`config.mk`:
```
export PLATFORM = sky130hd
export DESIGN_NAME = imm_extend_stage
export DESIGN_NICKNAME = d
export VERILOG_FILES = /design/src/rtl/imm_pkg.sv /design/src/rtl/imm_extend_comb.sv /design/src/rtl/imm_extend_stage.sv
export SDC_FILE = /design/constraint.sdc
export NUM_CORES = 1
export LEC_CHECK = 0
export BUFFER_PORTS_ARGS = -buffer_cell sky130_fd_sc_hd__buf_2
export CORE_UTILIZATION = 50
export CTS_BUF_LIST = sky130_fd_sc_hd__clkbuf_2 sky130_fd_sc_hd__clkbuf_4 sky130_fd_sc_hd__clkbuf_8
export CTS_CLUSTER_SIZE = 20
export DETAILED_ROUTE_END_ITERATION = 10
export GPL_TIMING_DRIVEN = 0
export HOLD_SLACK_MARGIN = 0.06
export PLACE_DENSITY_LB_ADDON = 0.1
export REMOVE_ABC_BUFFERS = 1
export SLEW_MARGIN = 20
export SYNTH_ARGS = -nofsm -noshare
export SYNTH_HDL_FRONTEND = slang
export SYNTH_SLANG_ARGS = --single-unit
```
`constraint.sdc`:
```
create_clock -name clk -period 4.4 [get_ports clk]
set_input_delay 0.44 -clock clk [delete_from_list [all_inputs] [get_ports clk]]
set_output_delay 0.44 -clock clk [all_outputs]
set_load 0.01 [all_outputs]
```
`src/rtl/imm_pkg.sv`:
```
// Shared types for the skylark-v immediate-extension stage: format codes and
// the per-entry control flags stored alongside each extended immediate.
package imm_pkg;

    typedef enum logic [2:0] {
        IMM_I    = 3'd0,
        IMM_S    = 3'd1,
        IMM_B    = 3'd2,
        IMM_J    = 3'd3,
        IMM_U    = 3'd4,
        IMM_Z    = 3'd5,
        IMM_RSV6 = 3'd6,
        IMM_RSV7 = 3'd7
    } imm_fmt_e;

    // Lowest instruction bit carried into the stage; bits [6:0] are the opcode.
    localparam int INS_LO = 7;

    typedef struct packed {
        logic valid;
        logic illegal;
    } entry_ctrl_t;

endpackage

```
`src/rtl/imm_extend_comb.sv`:
```
// Combinational immediate extraction and sign/zero extension to XLEN from
// instruction bits [31:7], selected by format code.
module imm_extend_comb
    import imm_pkg::*;
#(
    parameter int XLEN = 32
) (
    input  imm_fmt_e             fmt,
    input  logic [31:INS_LO]     bits,
    output logic [XLEN-1:0]      imm,
    output logic                 illegal
);

    logic signed [31:0] w_imm32;

    // Every 32-bit pattern already carries its final sign in bit 31 (zero for
    // zimm and reserved codes), so a signed resize covers XLEN = 32 and 64.
    always_comb begin
        w_imm32 = '0;
        illegal = 1'b0;
        case (fmt)
            IMM_I: w_imm32 = {{20{bits[31]}}, bits[31:20]};
            IMM_S: w_imm32 = {{20{bits[31]}}, bits[31:25], bits[11:7]};
            IMM_B: w_imm32 = {{19{bits[31]}}, bits[31], bits[7], bits[30:25], bits[11:8], 1'b0};
            IMM_J: w_imm32 = {{11{bits[31]}}, bits[31], bits[19:12], bits[20], bits[30:21], 1'b0};
            IMM_U: w_imm32 = {bits[31:12], 12'b0};
            IMM_Z: w_imm32 = {27'b0, bits[19:15]};
            default: illegal = 1'b1;
        endcase
    end

    assign imm = XLEN'(w_imm32);

endmodule

```
`src/rtl/imm_extend_stage.sv`:
```
// Registered immediate-extension stage with a 2-entry skid buffer: head drives
// the outputs, skid absorbs one item while the head is stalled.
module imm_extend_stage
    import imm_pkg::*;
#(
    parameter int XLEN  = 32,
    parameter int TAG_W = 8
) (
    input  logic              clk,
    input  logic              rst_n,
    input  logic              flush,
    input  logic              in_valid,
    output logic              in_ready,
    input  logic [2:0]        in_fmt,
    input  logic [24:0]       in_bits,
    input  logic [TAG_W-1:0]  in_tag,
    output logic              out_valid,
    input  logic              out_ready,
    output logic [XLEN-1:0]   out_imm,
    output logic [TAG_W-1:0]  out_tag,
    output logic              out_illegal
);

    typedef struct packed {
        logic [XLEN-1:0]  imm;
        logic [TAG_W-1:0] tag;
        entry_ctrl_t      ctl;
    } entry_t;

    entry_t            r_head;
    entry_t            r_skid;
    entry_t            w_new;
    logic [XLEN-1:0]   w_imm;
    logic              w_illegal;
    logic              w_push;
    logic              w_pop;

    imm_extend_comb #(
        .XLEN (XLEN)
    ) u_ext (
        .fmt     (imm_fmt_e'(in_fmt)),
        .bits    (in_bits),
        .imm     (w_imm),
        .illegal (w_illegal)
    );

    assign w_new     = '{imm: w_imm, tag: in_tag, ctl: '{valid: 1'b1, illegal: w_illegal}};
    assign w_push    = in_valid && in_ready && !flush;
    assign w_pop     = r_head.ctl.valid && out_ready;

    // in_ready comes straight from the skid valid flop, never from out_ready.
    assign in_ready  = !r_skid.ctl.valid;

    // Stage boundary: extended entries registered into head/skid.
    always_ff @(posedge clk or negedge rst_n) begin
        if (!rst_n) begin
            r_head <= '0;
            r_skid <= '0;
        end else if (flush) begin
            r_head <= '0;
            r_skid <= '0;
        end else if (!r_head.ctl.valid || w_pop) begin
            if (r_skid.ctl.valid) begin
                r_head <= r_skid;
                r_skid <= w_push ? w_new : '0;
            end else begin
                r_head <= w_push ? w_new : '0;
            end
        end else if (w_push) begin
            r_skid <= w_new;
        end
    end

    assign out_valid   = r_head.ctl.valid;
    assign out_imm     = r_head.imm;
    assign out_tag     = r_head.tag;
    assign out_illegal = r_head.ctl.illegal;

endmodule

```
-- Word-level counts from Yosys, hierarchy flattened
Index checks and enable logic that the tools add are counted.
- bits in writable memories: 0
- memories kept: 0
- register bits: 84
- logic and storage cells: 36
- bits in read-only memories: 0
- bits in latches: 0
- muxes and demuxes: 10
- bitwise operators: 0
- shift-type cells: 0
- $lt $le $gt $ge: 0
- reduce and logical (&&, ||, !) cells: 12
- equality and inequality tests: 6
- multiply operators: 0
- add/subtract/negate cells: 0
- div/mod/pow operators: 0
- operators by type and width (cell ; number):
    $mux 42 ; 8
    $pmux 32 s6 ; 1
    $eq 3x2->1 const B ; 2
    $eq 3x3->1 const B ; 2
    $reduce_or 6->1 ; 1
    $eq 3x1->1 const B ; 1
    $logic_and 1x1->1 ; 3
    $logic_not 1->1 ; 3
    $logic_not 3->1 ; 1
    $ne 3x3->1 const B ; 1
    $reduce_bool 3->1 ; 1
    $reduce_and 2->1 ; 1
    $reduce_bool 2->1 ; 1
    $logic_or 1x1->1 ; 1
    $mux 1 ; 1

-- Longest topological paths before layout
- depth after elaboration: 7
- mapped depth: 7

-- Cells and area by module
From an unflattened synthesis, not the netlist that was laid out.
- cells, all modules: 410
- area total of the unflattened synthesis: 4590.7 µm²
- by module, submodules not included (module ; cells an instance ; area each (µm²) ; instances):
    imm_extend_stage ; 330 ; 4040.1 ; 1
    imm_extend_comb ; 80 ; 550.5 ; 1

-- Worst setup path before layout
No wires, ideal clock.
- path type: input port to flip-flop
- start: input port flush
- end: register r_head (netlist bit out_imm[1])
- data arrival time: 1.644 ns
- setup time: 0.096 ns
- required time: 4.304 ns
- slack: 2.661 ns
- stages: 5
- cell sequence: buf_2 or3b_1 buf_2 or3_1 a311oi_2
- word-level cells in the longest chain between the ends: 6
- elaborated cells between the ends (all ways): 7
- classes of those cells: mux (4); reduce/logical (3)
- ends and longest elaborated chain (what ; line ; RTL):
    start, declared ; imm_extend_stage.sv:11 ; input logic flush,
    $logic_not 1->1 ; imm_extend_stage.sv:48 ; assign w_push = in_valid && in_ready && !flush;
    $logic_and 1x1->1 ; imm_extend_stage.sv:48 ;
    $mux 42 ; imm_extend_stage.sv:67 ; r_head <= w_push ? w_new : '0;
    $mux 42 ; imm_extend_stage.sv:63 ; if (r_skid.ctl.valid) begin
    $mux 42 ; imm_extend_stage.sv:62 ; end else if (!r_head.ctl.valid || w_pop) begin
    $mux 42 ; imm_extend_stage.sv:59 ; end else if (flush) begin
    end signal, assigned ; imm_extend_stage.sv:64 ; r_head <= r_skid;
    end signal, assigned ; imm_extend_stage.sv:67 ;
    end, declared ; imm_extend_stage.sv:30 ; entry_t r_head;
Several ways; a longest one is shown, not always the timed one. The select of a mux whose other input is x is not followed.
A chain may end at the register's enable or synchronous reset.

-- Worst setup path after layout
- start: register r_skid[1] (netlist name)
- end: register r_head (netlist bit out_imm[2])
- word-level cells in the longest chain between the ends: 7
- ends and longest elaborated chain (what ; line ; RTL):
    start, declared ; imm_extend_stage.sv:31 ; entry_t r_skid;
    start signal, assigned ; imm_extend_stage.sv:65 ; r_skid <= w_push ? w_new : '0;
    start signal, assigned ; imm_extend_stage.sv:70 ; r_skid <= w_new;
    $logic_not 1->1 ; imm_extend_stage.sv:52 ; assign in_ready = !r_skid.ctl.valid;
    $logic_and 1x1->1 (2 in a row) ; imm_extend_stage.sv:48 ;
    $mux 42 ; imm_extend_stage.sv:67 ;
    $mux 42 (*) ; imm_extend_stage.sv:63 ;
    $mux 42 (*) ; imm_extend_stage.sv:62 ;
    $mux 42 (*) ; imm_extend_stage.sv:59 ;
Every way passes the cells marked *; elsewhere a longest branch is shown, timed or not. The select of a mux whose other input is x is not followed.

==> results.py <==
metrics = {
    "layout": {
        "fin_nets": 530,
        "syn_to_final_growth_pct": 18.3,
        "antennaDiodeCount": 0,
        "layout-drive-gt1-share": 0.241,
        "final_util": 0.615,
    },
    "worst_setup_path": {
        "crit_required_ns": 4.66,
        "arrival_ns": 2.89,
        "cp_cell_sequence": "buf_12, nor3b_2, nand2_1, or3_1, o22ai_1",
        "path_buf_inv": 1,
        "critPathKind": "flip-flop to flip-flop",
        "max_stage_delay_ns": 0.84,
        "cp_top_family": "simple AND/OR/NAND/NOR gates",
        "cp_slowest_cell": "nor3b_2",
        "start_kind": "flip-flop",
        "cp-end-kind": "flip-flop",
        "cp_max_fo": 34,
    },
    "sta": {
        "rsz0062_at_grt": "false",
        "setup_violations": 0,
        "max_slew_margin": 0.321,
        "fmax_mhz": 381,
        "maxSlewViolCount": 0,
        "hold_viol": 0,
        "holdWs_ns": 0.0591,
        "post-route-period-util": 0.597,
        "fin_crit_ns": 2.63,
        "worstMarginPinSlew_ns": 1.01,
        "skew_ns": 0.0107,
    },
    "power_and_ir_drop": {
        "p_leak_nw": 2.27,
        "switching_share": 0.264,
        "sequentialPowerShare": 0.487,
        "internal_power_mw": 1.22,
        "p_clk_frac": 0.378,
        "power_density_mw_per_mm2": 347,
        "power_frac_comb": 0.135,
        "p_sw_mw": 0.438,
        "peakVddDrop_v": 0.000151,
    },
    "clock_tree": {
        "clk_pin_slew_worst_paths_ns": 0.09,
        "holdBufCountCts": 0,
        "clk_latency_ns": 0.35,
        "postCtsSetupRepairBufs": 0,
        "cts.sink_count": 84,
        "cts_made_buffers": 9,
        "cts_max_path_buffers": 2,
        "cts-root-buf": "clkbuf_8",
        "htree_levels": 3,
        "cts_tree": "done",
        "cts_resized": 0,
    },
    "die": {
        "fp.dieH_um": 91.9,
        "ios": 84,
        "std_cell_rows": 32,
        "core_area_mm2": 0.00777,
        "dieArea_mm2": 0.00844,
        "fp.dieW_um": 91.9,
        "start_util": 0.520,
    },
    "route": {
        "routed_wl_um": 10200,
        "drc": 0,
        "vias": 3512,
        "final_antenna_net_count": 0,
        "dr.pass1.iters": 4,
        "drt_iter0_markers": 224,
        "vias_per_cell": 5.89,
        "wl_per_cell_um": 17.2,
    },
    "grt": {
        "antenna_found_initial": 0,
        "grt_pass1_wl_um": 17100,
        "grt_max_degree": 48,
        "grt-ovfl-total": 0,
        "grt_pass1_vias": 3347,
        "track_usage": 0.260,
    },
    "logic_synthesis": {
        "ys_top_cells_by_count": "dfrtp_1 (84), nand2_1 (53), o21ai_1 (37)",
        "synth_top_area_share": 0.520,
        "yosys_warnings": 0,
        "synth_seq_cells": 84,
        "seq_area_frac_synth": 0.520,
        "synth_area_mm2": 0.00404,
        "synth_cell_types": 45,
        "synth_area_leaders": "dfrtp_1 (52%), nand2_1 (4.9%), o21ai_1 (4.6%), a221oi_1 (3.9%), a21oi_1 (3.6%)",
        "syn_area_per_cell_um2": 9.42,
        "async_flop_share": 1.00,
        "yosysMostFrequentCell": "dfrtp_1",
        "yosys.area.top_type": "dfrtp_1",
        "synth_edf_count": 0,
        "syn_inst": 429,
        "synth-main-ff-cell": "dfrtp_1",
    },
    "placed_design": {
        "dp_hpwl_um": 6530,
        "io_buffers": 83,
        "routabilityCongestion": 0.783,
    },
    "min_path": {
        "hp-class": "input pin to async pin",
    },
    "run": {
        "drv_cap": 0,
    },
    "outcome": {
        "status": "complete, no violations",
    },
}
-- cell families after synthesis --
family          Yosys count  synth area share
compound gates          148             0.243
simple gates            148             0.172
flops                    84             0.520
buf+inv                  43            0.0483
mux                       5            0.0124
xor+xnor                  1           0.00403
-- per-layer routing --
metal	track usage	up-vias	routed length, um
li1	-	1674	-
met1	0.381	1713	4680
met2	0.398	114	4840
met3	0.0381	11	579
met4	0.0807	0	128
met5	0	-	0
-- power by group through the flow --
stage               sequential, mW  clock, mW  combinational (mW)
floorplan                    0.830          0              0.0982
global placement             0.823          0               0.206
detailed placement           0.823          0               0.224
CTS                          0.807      0.638               0.225
global route                 0.811      0.667               0.250
finish                       0.807      0.627               0.224
-- registers in the layout, indices dropped and copies added, names as in the netlist --
| signal | cells |
|---|---|
| out_imm | 32 |
| out_illegal | 1 |
| r_skid | 42 |
| out_valid | 1 |
| out_tag | 8 |
-- metrics by stage --
step | TNS (ns) | power (mW) | area (um^2) | cells | worst slack (ns)
4_1_cts | 0 | 1.67 | 4780 | 596 | 1.70
2_1_floorplan | 0 | 0.928 | 3850 | 388 | 1.05
5_1_grt | 0 | 1.73 | 4780 | 596 | 1.64
3_5_place_dp | 0 | 1.05 | 4550 | 580 | 1.43
6_report | 0 | 1.66 | 4780 | 596 | 1.77
3_3_place_gp | -22.36 | 1.03 | 4400 | 573 | -0.619
-- path summary, 6_finish.rpt --
kind / from / end / slack (ns) / cells after the start
max in group asynchronous: rst_n / out_imm[30]$_DFFE_PN0P_ / 3.72 / 2
worst max-delay path: r_skid[1]$_DFFE_PN0P_ / out_imm[2]$_DFFE_PN0P_ / 1.77 / 5
worst min register to register: r_skid[29]$_DFFE_PN0P_ / r_skid[29]$_DFFE_PN0P_ / 0.49 / 2
worst max register to register: r_skid[1]$_DFFE_PN0P_ / out_imm[2]$_DFFE_PN0P_ / 1.77 / 5
min in group clk: in_tag[7] / r_skid[9]$_DFFE_PN0P_ / 0.32 / 3
worst min-delay path: rst_n / out_tag[6]$_DFFE_PN0P_ / 0.06 / 1
-- cells in the final DEF, fill, tap and decap left out, types with 6 or more instances in the layout --
master    instances
a211oi_1          6
a21oi_1          29
a221oi_1         18
a31oi_1           9
a32o_1            6
and3_1            7
buf_2            82
clkbuf_8         10
dfrtp_1          83
nand2_1          53
nor2_1           35
nor3_1           25
o21ai_0           6
o21ai_1          37
o22a_1            8
o22ai_1           6
-- layout make-up --
class / count / area, um^2
sequential: 84 / 2100
fill: 694 / 2990
clock inverter: 5 / 83.8
timing repair buffer: 90 / 547
inverter: 2 / 7.51
multi-input combinational: 302 / 1770
clock buffer: 11 / 145
tap: 102 / 128
Power figures use the tool's default switching activity.
